<file path="src/rtl/mem_arbiter2_if.sv">
// mem_arbiter2_if: bundle of the two requester ports and the shared memory
// port handled by mem_arbiter2.
//
// Handshake: a master raises reqX and holds addrX/wdataX/weX stable. The
// arbiter answers with gntX (one-hot or zero) while the shared port carries
// the access (mem_valid=1). The memory completes it by raising mem_ready in
// any granted cycle. doneX pulses for exactly that cycle. If mem_ready never
// comes, doneX and err pulse together in the last allowed cycle.
//
// Modports:
//   slave  - arbiter side: takes requests and mem_ready, drives the shared
//            port, the grants, the done/err pulses and dbg_state.
//   master - environment side: the two masters plus the memory.
interface mem_arbiter2_if #(
  parameter int n = 16
);
  logic         req0;
  logic         req1;
  logic [n-1:0] addr0;
  logic [n-1:0] addr1;
  logic [n-1:0] wdata0;
  logic [n-1:0] wdata1;
  logic         we0;
  logic         we1;
  logic         mem_ready;
  logic         mem_valid;
  logic [n-1:0] mem_addr;
  logic [n-1:0] mem_wdata;
  logic         mem_we;
  logic         sel;
  logic         gnt0;
  logic         gnt1;
  logic         done0;
  logic         done1;
  logic         err;
  logic [1:0]   dbg_state;

  modport slave (
    input  req0, req1, addr0, addr1, wdata0, wdata1, we0, we1, mem_ready,
    output mem_valid, mem_addr, mem_wdata, mem_we, sel,
           gnt0, gnt1, done0, done1, err, dbg_state
  );

  modport master (
    output req0, req1, addr0, addr1, wdata0, wdata1, we0, we1, mem_ready,
    input  mem_valid, mem_addr, mem_wdata, mem_we, sel,
           gnt0, gnt1, done0, done1, err, dbg_state
  );
endinterface

</file>
<file path="src/rtl/mem_arbiter2.sv">
// mem_arbiter2: two-requester round-robin arbiter sharing one n-bit memory
// port. Grants one master at a time, drives the shared-port mux select, and
// aborts an access the memory does not finish within TIMEOUT cycles.
//
// Ports:
//   clk    - rising-edge clock
//   rst_n  - asynchronous active-low reset
//   bus    - mem_arbiter2_if.slave (requests, shared port, grants,
//            done/err pulses, dbg_state = current FSM state)
module mem_arbiter2 #(
  parameter int n       = 16,
  parameter int TIMEOUT = 15
) (
  input  logic           clk,
  input  logic           rst_n,
  mem_arbiter2_if.slave  bus
);
  localparam logic [1:0] IDLE  = 2'd0;
  localparam logic [1:0] BUSY0 = 2'd1;
  localparam logic [1:0] BUSY1 = 2'd2;

  // Value of cnt in the TIMEOUT-th granted cycle (cnt starts at 0).
  localparam logic [7:0] CNT_LAST = 8'(TIMEOUT - 1);

  logic [1:0] state;
  logic [1:0] state_nxt;
  logic       sel;
  logic       last;
  logic [7:0] cnt;

  logic       busy;
  logic       complete;
  logic       timeout;
  logic       grant;
  logic       grant_idx;

  logic [n-1:0] addr_mux;
  logic [n-1:0] wdata_mux;

  assign busy     = (state != IDLE);
  assign timeout  = busy && !bus.mem_ready && (cnt == CNT_LAST);
  // mem_ready in the final cycle wins over the timeout.
  assign complete = busy && (bus.mem_ready || (cnt == CNT_LAST));

  always_comb begin
    state_nxt = state;
    grant     = 1'b0;
    grant_idx = 1'b0;
    case (state)
      IDLE: begin
        if (bus.req0 && bus.req1) begin
          grant     = 1'b1;
          grant_idx = ~last;
        end else if (bus.req0) begin
          grant     = 1'b1;
          grant_idx = 1'b0;
        end else if (bus.req1) begin
          grant     = 1'b1;
          grant_idx = 1'b1;
        end
      end
      BUSY0: begin
        // Only the other master may be granted straight away; a repeat
        // request from the same master goes through IDLE.
        if (complete) begin
          if (bus.req1) begin
            grant     = 1'b1;
            grant_idx = 1'b1;
          end else begin
            state_nxt = IDLE;
          end
        end
      end
      BUSY1: begin
        if (complete) begin
          if (bus.req0) begin
            grant     = 1'b1;
            grant_idx = 1'b0;
          end else begin
            state_nxt = IDLE;
          end
        end
      end
      default: state_nxt = IDLE;
    endcase
    if (grant) begin
      state_nxt = grant_idx ? BUSY1 : BUSY0;
    end
  end

  always_ff @(posedge clk or negedge rst_n) begin
    if (!rst_n) begin
      state <= IDLE;
      sel   <= 1'b0;
      last  <= 1'b1;
      cnt   <= 8'd0;
    end else begin
      state <= state_nxt;
      if (grant) begin
        sel  <= grant_idx;
        last <= grant_idx;
        cnt  <= 8'd0;
      end else if (busy && !bus.mem_ready) begin
        cnt <= cnt + 8'd1;
      end
    end
  end

  // Shared-port muxes follow the registered select only.
  assign addr_mux  = sel ? bus.addr1  : bus.addr0;
  assign wdata_mux = sel ? bus.wdata1 : bus.wdata0;

  assign bus.mem_addr  = addr_mux;
  assign bus.mem_wdata = wdata_mux;
  assign bus.mem_valid = busy;
  assign bus.mem_we    = busy && (sel ? bus.we1 : bus.we0);
  assign bus.sel       = sel;
  assign bus.gnt0      = (state == BUSY0);
  assign bus.gnt1      = (state == BUSY1);
  assign bus.done0     = (state == BUSY0) && complete;
  assign bus.done1     = (state == BUSY1) && complete;
  assign bus.err       = timeout;
  assign bus.dbg_state = state;
endmodule

</file>
<file path="src/flat_wrapper.sv">
// flat-port wrapper written by rule: the top's interface ports become plain ports
module mem_arbiter2_flat 
#(
  parameter int n       = 16,
  parameter int TIMEOUT = 15
)
  (clk, rst_n, bus_req0, bus_req1, bus_addr0, bus_addr1, bus_wdata0, bus_wdata1, bus_we0, bus_we1, bus_mem_ready, bus_mem_valid, bus_mem_addr, bus_mem_wdata, bus_mem_we, bus_sel, bus_gnt0, bus_gnt1, bus_done0, bus_done1, bus_err, bus_dbg_state);
  mem_arbiter2_if #(.n(n)) bus_i ();
  input  logic clk;
  input  logic rst_n;
  input wire logic [$bits(bus_i.req0)-1:0] bus_req0;
  input wire logic [$bits(bus_i.req1)-1:0] bus_req1;
  input wire logic [$bits(bus_i.addr0)-1:0] bus_addr0;
  input wire logic [$bits(bus_i.addr1)-1:0] bus_addr1;
  input wire logic [$bits(bus_i.wdata0)-1:0] bus_wdata0;
  input wire logic [$bits(bus_i.wdata1)-1:0] bus_wdata1;
  input wire logic [$bits(bus_i.we0)-1:0] bus_we0;
  input wire logic [$bits(bus_i.we1)-1:0] bus_we1;
  input wire logic [$bits(bus_i.mem_ready)-1:0] bus_mem_ready;
  output wire logic [$bits(bus_i.mem_valid)-1:0] bus_mem_valid;
  output wire logic [$bits(bus_i.mem_addr)-1:0] bus_mem_addr;
  output wire logic [$bits(bus_i.mem_wdata)-1:0] bus_mem_wdata;
  output wire logic [$bits(bus_i.mem_we)-1:0] bus_mem_we;
  output wire logic [$bits(bus_i.sel)-1:0] bus_sel;
  output wire logic [$bits(bus_i.gnt0)-1:0] bus_gnt0;
  output wire logic [$bits(bus_i.gnt1)-1:0] bus_gnt1;
  output wire logic [$bits(bus_i.done0)-1:0] bus_done0;
  output wire logic [$bits(bus_i.done1)-1:0] bus_done1;
  output wire logic [$bits(bus_i.err)-1:0] bus_err;
  output wire logic [$bits(bus_i.dbg_state)-1:0] bus_dbg_state;
  assign bus_i.req0 = bus_req0;
  assign bus_i.req1 = bus_req1;
  assign bus_i.addr0 = bus_addr0;
  assign bus_i.addr1 = bus_addr1;
  assign bus_i.wdata0 = bus_wdata0;
  assign bus_i.wdata1 = bus_wdata1;
  assign bus_i.we0 = bus_we0;
  assign bus_i.we1 = bus_we1;
  assign bus_i.mem_ready = bus_mem_ready;
  assign bus_mem_valid = bus_i.mem_valid;
  assign bus_mem_addr = bus_i.mem_addr;
  assign bus_mem_wdata = bus_i.mem_wdata;
  assign bus_mem_we = bus_i.mem_we;
  assign bus_sel = bus_i.sel;
  assign bus_gnt0 = bus_i.gnt0;
  assign bus_gnt1 = bus_i.gnt1;
  assign bus_done0 = bus_i.done0;
  assign bus_done1 = bus_i.done1;
  assign bus_err = bus_i.err;
  assign bus_dbg_state = bus_i.dbg_state;
  mem_arbiter2 #(.n(n), .TIMEOUT(TIMEOUT)) u_core (.clk(clk), .rst_n(rst_n), .bus(bus_i));
endmodule
</file>
<file path="config.mk">
export PLATFORM = sky130hd
export DESIGN_NAME = mem_arbiter2_flat
export DESIGN_NICKNAME = d
export VERILOG_FILES = /design/src/rtl/mem_arbiter2_if.sv /design/src/rtl/mem_arbiter2.sv /design/src/flat_wrapper.sv
export SDC_FILE = /design/constraint.sdc
export NUM_CORES = 1
export LEC_CHECK = 0
export BUFFER_PORTS_ARGS = -buffer_cell sky130_fd_sc_hd__buf_2
export CAP_MARGIN = 0
export CORE_ASPECT_RATIO = 1.5
export CORE_MARGIN = 1
export CORE_UTILIZATION = 32
export DETAILED_ROUTE_END_ITERATION = 8
export PLACE_DENSITY_LB_ADDON = 0.25
export SLEW_MARGIN = 5
export SYNTH_ARGS = -nofsm -noshare
export SYNTH_HDL_FRONTEND = slang
export SYNTH_SLANG_ARGS = --single-unit
</file>
<file path="constraint.sdc">
create_clock -name clk -period 3.8 [get_ports clk]
set_input_delay 0.57 -clock clk [delete_from_list [all_inputs] [get_ports clk]]
set_output_delay 0.57 -clock clk [all_outputs]
set_load 0.02 [all_outputs]
</file>
==> flow_summary_export.csv <==
group,metric,value,unit
yosys,synth_cell_type_count,36,
yosys,yosys_warnings,0,
route,vias,1281,
timing,tns,0,ns
route,wl,3910,microns
global_route,track_usage,21.4,%
clock_network,clkSinkCount,12,
yosys,ys_ff_latch,12,
worst_setup_path,critPathRequiredTime,3.23,ns
placement,pre_cts_ws,1.85,ns
route,first_iter_violations,41,
yosys,synth.area.top_cells,"mux2_2, dfrtp_1, nor2_1, xnor2_1, dfstp_2",
cells_and_area,layout-drive-gt1-share,69.4,%
timing,report.final.slew_viol_count,0,
clock_network,cts_resized,0,
floorplan,core,0.00319,sq mm
flow_run,drv_cap,0,
clock_network,post_cts_buffers,0,
yosys,syn_inst,111,
floorplan,die_w,49.6,microns
placement,port_buffers,112,
cells_and_area,nNetsFinal,296,
route,vias_per_cell,4.89,
clock_network,clock_latency,0.25,ns
min_path,hold_path.class,"in2async",
cells_and_area,final_area,0.00171,sq mm
clock_network,cts_buffers,3,
global_route,grt_pass1_vias,1203,
floorplan,io_pins,113,
timing,whs,0.187,ns
cells_and_area,n_antenna_cell,0,
worst_setup_path,startpoint_type,"register",
placement,gp_congestion,0.788,
cells_and_area,area_growth,57.6,%
timing,slew_headroom,36.6,%
yosys,synth.cell_area,0.00109,sq mm
route,drc,0,
timing,worst_slack,1.69,ns
floorplan,row_count,25,
timing,fin_crit_sh,55.6,%
global_route,grt_pass1_wl,5820,microns
yosys,synth.top_cell.area_share,33.2,%
yosys,synth_edf_count,0,
yosys,syn_nets,184,
timing,period_needed,2.11,ns
worst_setup_path,critPathMaxFanout,34,
route,ant_nets,0,
run_status,status,"finished, final reports clean",
placement,place_inst,258,
cells_and_area,finalNonFillerCells,262,
timing,fmax,473,MHz
timing,skew,0.00433,ns
power_and_ir_drop,power_density,639,mW/mm^2
worst_setup_path,cp_data_arrival_time,1.54,ns
clock_network,clk_pin_slew,0.05,ns
route,dr.pass1.iters,4,
placement,dpl_cell_area,0.00167,sq mm
timing,rsz0062_at_grt,"false",
worst_setup_path,crit_path_end_kind,"output pin",
route,wl_per_cell,14.9,microns
timing,worst_pin_slew,0.951,ns
clock_network,ctsHtreeMaxLevel,1,
clock_network,cts_buffer_depth,2,
yosys,synthFlopType,"dfrtp_1",
yosys,yosysTopAreaCell,"mux2_2",
power_and_ir_drop,peakVddDrop,0.363,mV
placement,dp_hpwl,3240,microns
floorplan,initial_core_util,34.0,%
timing,hold_viol,0,
power_and_ir_drop,p_leak,0.907,nW
worst_setup_path,crit_type,"reg2out",
yosys,yosysSeqAreaShare,27.8,%
global_route,grt_max_degree,35,
timing,setup-violations-final,0,
floorplan,dieArea,0.00364,sq mm
yosys,synth-async-reset-ratio,100,%
clock_network,cts_root_buf,"clkbuf_8",
clock_network,cts_tree,"done",
clock_network,hold_buffers,0,
global_route,antenna_found_initial,1,
yosys,postSynthAreaPerCell,9.78,sq um
global_route,overflow,0,
floorplan,dieHeight,73.4,microns
[kinds of logic (layout without fill, tap and decap cells)]
logic type | Yosys count | in the layout | synth area share, %
buffers and inverters | 10 | 121 | 4.84
adder cells (fa/ha/maj) | 2 | 2 | 2.30
AND/OR/NAND/NOR | 34 | 34 | 16.2
XOR/XNOR | 7 | 7 | 5.65
flip-flops | 12 | 12 | 27.8
AO/OA/AOI/OAI | 13 | 13 | 9.10
multiplexers | 33 | 33 | 34.1
[final timing paths]
check                                                          from                                  end  slack, ns  cells past startpoint
worst min-delay path                                          rst_n            u_core.cnt[5]$_DFFE_PN0P_       0.19                      1
worst max register to register  u_core.bus.dbg_state[0]$_DFFE_PN0P_  u_core.bus.dbg_state[0]$_DFFE_PN0P_       1.91                      4
worst min register to register              u_core.last$_DFFE_PN1N_              u_core.last$_DFFE_PN1N_       0.47                      2
worst max-delay path                     u_core.bus.sel$_DFFE_PN0N_                     bus_mem_wdata[9]       1.69                      3
min in group clk                            u_core.last$_DFFE_PN1N_              u_core.last$_DFFE_PN1N_       0.47                      2
max in group asynchronous                                     rst_n              u_core.last$_DFFE_PN1N_       3.34                      1
[power breakdown]
part           internal [mW]  total (mW)  switching, mW
sequential             0.163       0.206         0.0425
clock                 0.0742       0.124         0.0500
combinational          0.323       0.764          0.441
[layout by cell type, fill, tap and decap left out]
cell type / synthesis / routed
o22ai_1: 1 / 1
nor2b_1: 3 / 3
nand3_1: 2 / 2
a211oi_2: 1 / 1
inv_1: 4 / 4
buf_2: 3 / 112
a31oi_2: 1 / 1
mux2i_1: 1 / 1
nor2b_2: 1 / 1
mux2_2: 32 / 32
o21ai_1: 2 / 2
clkbuf_1: 1 / 1
a31oi_1: 1 / 1
and4b_1: 1 / 1
a22oi_1: 1 / 1
nand2b_1: 1 / 1
xor2_1: 3 / 3
clkbuf_8: 0 / 3
o21bai_1: 1 / 1
ha_1: 2 / 2
o21ai_0: 1 / 1
and3_1: 1 / 1
a22o_1: 1 / 1
buf_4: 1 / 1
nand2_1: 5 / 5
a21oi_1: 1 / 1
and2b_1: 1 / 1
xnor2_1: 4 / 4
dfstp_2: 1 / 1
nor3_1: 2 / 2
dfrtp_1: 11 / 11
a21o_1: 1 / 1
o21ba_2: 1 / 1
and4bb_2: 1 / 1
nand4_1: 3 / 3
nor2_1: 13 / 13
[through the flow]
stage | power (mW) | util [%]
finish | 1.09 | 53.6
global route | 1.16 | 53.6
global placement | 0.971 | 52.2
floorplan | 0.761 | -
CTS | 1.10 | 53.6
detailed placement | 0.973 | 52.2
[worst max-delay path, cell delays in order (launching register included)]
cell and delay [ns]:
dfrtp_1 0.34, buf_4 0.38, mux2_2 0.40, buf_2 0.16
[cell type report]
class	count	area [sq um]
fill	336	1480
multi-input combinational	89	732
timing repair buffer	113	568
sequential	12	302
tap	40	50.0
clock buffer	4	45.0
inverter	4	15.0
[cell usage after synthesis, types with 2 or more instances]
cell type  count
ha_1           2
xor2_1         3
dfrtp_1       11
mux2_2        32
nor2b_1        3
buf_2          3
inv_1          4
nand3_1        2
nand4_1        3
xnor2_1        4
nor2_1        13
o21ai_1        2
nand2_1        5
nor3_1         2
[state kept, by name, indices dropped and copies added (netlist names)]
| register | flops |
|---|---|
| u_core.bus.dbg_state | 2 |
| u_core.bus.sel | 1 |
| u_core.cnt | 8 |
| u_core.last | 1 |
[layer usage]
layer  GRT usage, %  vias to the layer above  part of all wire [%]
met4           7.30                        0                   1.1
met3           13.7                        6                    17
li1               -                      616                     -
met5              0                        -                     0
met1           21.1                      581                    35
met2           36.3                       78                    47
Note: power is estimated with default switching activity, not from simulation.
